## src/rtl/sram_param_model_pkg.sv

```systemverilog
// Shared constants and helpers for the parametrised SRAM model.
package sram_param_model_pkg;

    localparam int RD_LAT_MAX = 3;   // deepest supported read pipeline
    localparam int BYTE_W     = 8;   // width of one byte lane
    localparam int WR_CNT_W   = 16;  // width of the committed-write counter

    typedef logic [WR_CNT_W-1:0] wr_cnt_t;

    // Bus cycle classification derived from the strobes.
    typedef enum logic [1:0] {
        CYC_IDLE,
        CYC_READ,
        CYC_WRITE
    } cyc_kind_t;

    // Increment that sticks at all-ones instead of wrapping.
    function automatic wr_cnt_t sat_inc(input wr_cnt_t v);
        return (v == '1) ? v : v + wr_cnt_t'(1);
    endfunction

endpackage

```

## src/rtl/sram_rd_pipe.sv

```systemverilog
// Read-data delay line: LAT stages of {valid, data, lane mask}.
module sram_rd_pipe
    import sram_param_model_pkg::*;
#(
    parameter int DATA_W = 16,
    parameter int LAT    = 1
) (
    input  logic                     clk,
    input  logic                     rst_n_i,
    input  logic                     in_valid_i,
    input  logic [DATA_W-1:0]        in_data_i,
    input  logic [DATA_W/BYTE_W-1:0] in_mask_i,
    output logic                     out_valid_o,
    output logic [DATA_W-1:0]        out_data_o,
    output logic [DATA_W/BYTE_W-1:0] out_mask_o
);

    localparam int LANES = DATA_W / BYTE_W;

    typedef struct packed {
        logic              valid;
        logic [DATA_W-1:0] data;
        logic [LANES-1:0]  mask;
    } rd_entry_t;

    rd_entry_t in_entry;
    rd_entry_t stage_q [LAT];

    assign in_entry = {in_valid_i, in_data_i, in_mask_i};

    // Shift one entry per clock; reset drops every in-flight read.
    always_ff @(posedge clk) begin
        if (!rst_n_i) begin
            // NOTE: only the valid bits are reset; data/mask are don't-care while invalid.
            for (int i = 0; i < LAT; i++) begin
                stage_q[i].valid <= 1'b0;
            end
        end else begin
            // NOTE: non-blocking assignments so every stage samples its predecessor's old value.
            stage_q[0] <= in_entry;
            for (int i = 1; i < LAT; i++) begin
                stage_q[i] <= stage_q[i-1];
            end
        end
    end

    assign out_valid_o = stage_q[LAT-1].valid;
    assign out_data_o  = stage_q[LAT-1].data;
    assign out_mask_o  = stage_q[LAT-1].mask;

endmodule

```

## config.mk

```make
export PLATFORM = sky130hd
export DESIGN_NAME = sram_rd_pipe
export DESIGN_NICKNAME = d
export VERILOG_FILES = /design/src/rtl/sram_param_model_pkg.sv /design/src/rtl/sram_rd_pipe.sv
export SDC_FILE = /design/constraint.sdc
export NUM_CORES = 1
export LEC_CHECK = 0
export CORE_MARGIN = 5
export CORE_UTILIZATION = 33
export DETAILED_ROUTE_END_ITERATION = 10
export GPL_TIMING_DRIVEN = 0
export PLACE_DENSITY_LB_ADDON = 0.1
export SYNTH_ARGS = -nofsm -noshare
export SYNTH_HDL_FRONTEND = slang
export SYNTH_SLANG_ARGS = --single-unit
```

## constraint.sdc

```tcl
create_clock -name clk -period 0.8 [get_ports clk]
set_input_delay 0.16 -clock clk [delete_from_list [all_inputs] [get_ports clk]]
set_output_delay 0.16 -clock clk [all_outputs]
set_load 0.01 [all_outputs]
```

==> run summary, run 1 <==
Final worst path period need = 0.991 ns
Cell area after placement = 0.00113 mm²
CP Cell Sequence = buf_2
Die Footprint = 0.00318 mm²
Initial core utilization = 35.4%
Top delay family on crit path = flip-flops
Antenna viol nets, final = 0
Die height = 56.4 µm
Drt total wl = 1350 µm
Vias per inst = 4.06
GR Overflow Total = 0
Starting DRC count in detailed routing = 5
CP peak stage delay = 0.39 ns
Syn Inst Count = 39
Area growth from synthesis to layout = 50.4%
Final setup vio count = 19
Largest registers = stage_q: 19 flops
Cell variety after synth = 5
Ant. Diodes = 0
Core area = 0.00200 mm²
GR Util met2 = 16.4%
I/O Pins = 40
Post-route cell area = 0.00107 mm²
DR WL/cell = 12.4 µm
Aggregate global-route resource usage = 9.13%
Final weighted congestion in routability-driven placement = 0.648
Max-cap violations = 0
Critical path buffers and inverters = 1
Run status = finished with violations
Global-route track usage on met3 = 1.61%
Hold/Removal Path Class = in -> reg
Tcrit/Tclk final = 124%
Initial antenna violation count = 0
CP Launch Type = flop
Max reg flops = 19
Critical Path AT = 0.83 ns
Nets@finish = 104
Mapped cell area = 709 µm²
Top Usage Layer GRT = met2
Number of remaining DRC errors = 0
Vias in the first global route = 463
Layout cell share with drive strength beyond 1 = 48.8%
Slew headroom = 65.7%
Commonest non-fill, non-tap cells in the layout = clkdlybuf4s50_1 (19), buf_2 (19), edfxtp_1 (18), and2_2 (15), and2_1 (4)
Sink Count = 19
Via Count = 443
Final Max Slew Viols = 0
Die X = 56.4 µm
Seq cells post-synth = 19
Fin. Hold Viols = 0
Synthesis Warnings = 0
Critical Path RT = 0.64 ns
Root Driver = clkbuf_4
Failing checks = negative setup slack
Crit Path Class = reg -> out
Final Util = 53.3%
Post-CTS Setup Bufs = 0
Tightest Pin Transition = 0.514 ns
PwrDens = 1820 mW/mm²
Syn Area/Cell = 18.2 µm²
Clock buffer depth = 2
Worst path slowest cell = edfxtp_1
Final WS setup = -0.191 ns
CTS tree = done
CTS Buf Count = 3
RSZ-0062 raised after global routing = true
First-pass GRT wire length = 2170 µm
CTS Hold Bufs = 0
Leak = 0.419 nW
Peak supply drop = 0.916 mV
GR Layer Usage met1 = 8.78%
Register area share after synthesis = 79.0%
Syn_nets = 60
PortBufs = 39
H-tree depth = 1
Setup crit end kind = output port
Initial DRT Pass Iterations = 4
Fmax = 1010 MHz
Largest reg by FF count = stage_q
Site row count = 16
Largest net degree at the start of global routing = 29
Max FO, Critical Path = 1
Clock slew at the register clock pins of the worst setup and hold paths = 0.11 ns
Tot Pwr = 1.94 mW
## power breakdown
group	internal (mW)	leakage (nW)	switching, mW
registers	1.17	0.182	0.0152
logic	0.168	0.222	0.114
clock network	0.194	0.0150	0.278
total	1.53	0.419	0.407
## Yosys cell counts
library cell   n  area, µm²
and2_1         4       25.0
and2_2        15        113
buf_6          1       11.3
dfxtp_1        1       20.0
edfxtp_1      18        541
## final timing paths
path,endpoint,slack (ns),from,cells after the start
min,stage_q[0][1],0.37,rst_n_i,1
max,out_data_o[2],-0.19,stage_q[0][4],1
## routing by layer
layer  routed length [µm]  part of all wire, %
met5                    0                    0
met4                   25                  1.8
met3                   97                  7.2
met2                  725                   54
met1                  504                   37
## cell type report
class	instances	area, µm²
fill	189	935
sequential	19	562
timing repair buffer	39	297
multi-input combinational	19	138
tap	27	33.8
clock buffer	4	26.3
buffer	1	11.3
## logic make-up after synthesis
kind of cell	Yosys count	synth area share [%]
buffers and inverters	1	1.59
flip-flops	19	79.0
AND/OR/NAND/NOR	19	19.4
## stage by stage
stage	TNS, ns	hold WS (ns)	worst slack, ns	instances
2_1_floorplan	0	0.272	0.133	39
3_3_place_gp	-39.37	0.754	-1.10	105
3_5_place_dp	-40.68	0.771	-1.14	105
4_1_cts	-3.30	0.366	-0.208	109
5_1_grt	-3.76	0.375	-0.221	109
6_report	-2.95	0.370	-0.191	109
## what timing repair did
action,in CTS,in global routing
hold endpoints to repair,0,0
setup endpoints to repair,56,19
pin swaps,0,0
resized for setup,81,2
Note: power is estimated with default switching activity, not from simulation.
==> run 2: changes to the inputs <==
--- a/config.mk
+++ b/config.mk
@@ -5,8 +5,10 @@
 export SDC_FILE = /design/constraint.sdc
 export NUM_CORES = 1
 export LEC_CHECK = 0
+export CELL_PAD_IN_SITES_DETAIL_PLACEMENT = 0
+export CELL_PAD_IN_SITES_GLOBAL_PLACEMENT = 1
 export CORE_MARGIN = 5
-export CORE_UTILIZATION = 33
+export CORE_UTILIZATION = 28
 export DETAILED_ROUTE_END_ITERATION = 10
 export GPL_TIMING_DRIVEN = 0
 export PLACE_DENSITY_LB_ADDON = 0.1
==> constraint.sdc (replaced) <==
create_clock -name clk -period 1 [get_ports clk]
set_input_delay 0.2 -clock clk [delete_from_list [all_inputs] [get_ports clk]]
set_output_delay 0.2 -clock clk [all_outputs]
set_load 0.01 [all_outputs]
==> run 2 against run 1 <==
  * Combinational power down 22%
  * Non-clock buffer count unchanged
  * Utilization shrank 10 points
  * The flow still finishes with violations (negative setup slack)
  * Critical path depth did not move
  * Critical endpoint is now out_data_o[11]
  * Sequential share of layout area rose by 0.068 points
  * Flip-flop and latch count unchanged
  * Clock power decreased by 21%
==> run summary, run 2 (same netlist as run 1, synthesis figures left out) <==
H-tree depth = 1 (unchanged)
Largest net degree at the start of global routing = 29 (unchanged)
Via Count = 424 (-4.3%)
Die X = 60.3 µm (+7.0%)
Site row count = 18 (+2)
Layout cell share with drive strength beyond 1 = 47.6% (-1.2 points)
Flop pwr share = 61.5% (+0.3 points)
Top delay family on crit path = flip-flops
Combinational power share = 14.3% (-0.2 points)
Slew headroom = 66.8% (+1.1 points)
GR Overflow Total = 0 (unchanged)
Clock buffer depth = 2 (unchanged)
Initial DRT Pass Iterations = 1 (-3)
Tightest Pin Transition = 0.498 ns (-0.0167 ns)
Area of the multi-input gates = 138 µm² (unchanged)
CP Launch Type = flop
Non-Filler Instances = 112 (+2.8%)
Setup crit end kind = output port
Final Max Slew Viols = 0 (unchanged)
Tcrit/Tclk final = 101%
# fillers = 250 (+32%)
Final Util = 43.3% (-10 points)
Initial antenna violation count = 0 (unchanged)
Largest reg by FF count = stage_q
Max FO, Critical Path = 1 (unchanged)
Register cell area after layout = 561 µm² (-0.22%)
Ant. Diodes = 0 (unchanged)
CP startpoint = stage_q[0][13]
Sink Count = 19 (unchanged)
Crit Path Class = reg -> out
Post-CTS Setup Bufs = 0 (unchanged)
CTS Buf Count = 3 (unchanged)
Clock slew at the register clock pins of the worst setup and hold paths = 0.11 ns (about the same)
Internal = 1.22 mW (-20%)
Final worst path period need = 1.01 ns
Leak = 0.418 nW (-0.38%)
Commonest non-fill, non-tap cell in the layout = buf_2
Hold/Removal Path Class = in -> reg
Fin. Hold Viols = 0 (unchanged)
I/O Pins = 40 (unchanged)
Placed cells = 108 (+2.9%)
Commonest non-fill, non-tap cells in the layout = buf_2 (20), clkdlybuf4s50_1 (19), edfxtp_1 (18), and2_2 (15), and2_1 (4)
Antenna viol nets, final = 0 (unchanged)
Number of remaining DRC errors = 0 (unchanged)
CP peak stage delay = 0.38 ns (about the same)
Max-cap violations = 0 (unchanged)
Area growth from synthesis to layout = 49.9%
Vias per inst = 3.79 (-6.9%)
Die height = 60.3 µm (+7.0%)
Critical Path AT = 0.81 ns (-0.02 ns)
Peak supply drop = 0.587 mV (-36%)
Final weighted congestion in routability-driven placement = 0.615 (-5.0%)
Final WS setup = -0.00980 ns (+0.181 ns)
Drt total wl = 1210 µm (-11%)
Initial core utilization = 28.9% (-6.5 points)
Failing checks = negative setup slack
Max reg flops = 19 (unchanged)
Core area = 0.00245 mm² (+23%)
Tot Pwr = 1.54 mW (-21%)
DR WL/cell = 10.8 µm (-13%)
NetSw = 0.316 mW (-22%)
CP Cell Sequence = buf_2
Setup TNS = -0.0167 ns (+2.94 ns)
Critical Path RT = 0.80 ns (+0.16 ns)
PortBufs = 39 (unchanged)
Die Footprint = 0.00364 mm² (+15%)
Worst path slowest cell = edfxtp_1
CTS tree = done
Aggregate global-route resource usage = 6.96% (-2.2 points)
Fmax = 990 MHz
Vias in the first global route = 403 (-13%)
RSZ-0062 raised after global routing = true
Clock power frac = 24.2% (about the same)
First-pass GRT wire length = 1790 µm (-17%)
Final setup vio count = 3 (-16)
Starting DRC count in detailed routing = 0 (-5)
Critical path buffers and inverters = 1 (unchanged)
PwrDens = 1450 mW/mm² (-20%)
Sw frac = 20.5% (-0.45 points)
Run status = finished with violations
Root Driver = clkbuf_4
Nets@finish = 104 (unchanged)
Hold_sp = rst_n_i
Largest registers = stage_q: 19 flops
-- run 2: cell types whose count changed in the layout (fill, tap and decap cells not counted) --
cell     previous run  this run
buf_6               2         1
buf_2              19        20
dfxtp_1             0         1
dfxtp_2             1         0
-- run 2: layer usage --
metal	track usage, %	up-vias	wire length [µm]
met4	3.80	0	0
met3	4.04	0	169
met5	0	-	0
li1	-	220	-
met2	11.0	23	606
met1	7.32	181	432
-- run 2: path summary, 6_finish.rpt --
kind,endpoint,slack [ns],cells after the start
max,out_data_o[11],-0.01,1
min,stage_q[0][4],0.40,1
-- run 2: power groups by stage --
stage	Clock, mW	Sequential [mW]	Combinational, mW
global placement	0	0.969	0.283
finish	0.372	0.947	0.220
detailed placement	0	0.970	0.284
global route	0.431	0.955	0.239
CTS	0.391	0.949	0.226
floorplan	0	1.01	0.0374
-- run 2: metrics by stage --
step,worst slack (ns),hold slack (ns),instance area (µm²)
4_1_cts,-0.0417,0.405,1060
3_3_place_gp,-0.958,0.808,1140
5_1_grt,-0.0729,0.416,1060
3_5_place_dp,-0.962,0.798,1140
6_report,-0.00980,0.404,1060
2_1_floorplan,0.293,0.312,709
-- run 2: final cells by class --
class / instances / area share [%]
plain buffers: 1 / 1.06
clock buffers: 4 / 2.47
multi-input cells: 19 / 12.9
flip-flops and latches: 19 / 52.7
well taps: 30 / 3.53
repair buffers: 39 / 27.3
-- run 2: timing repair --
item                                    CTS  global route
resized for setup                        81             0
pin swaps                                 0             0
hold buffers                              0             0
gates cloned                              0             0
endpoints found under the setup margin   56            18
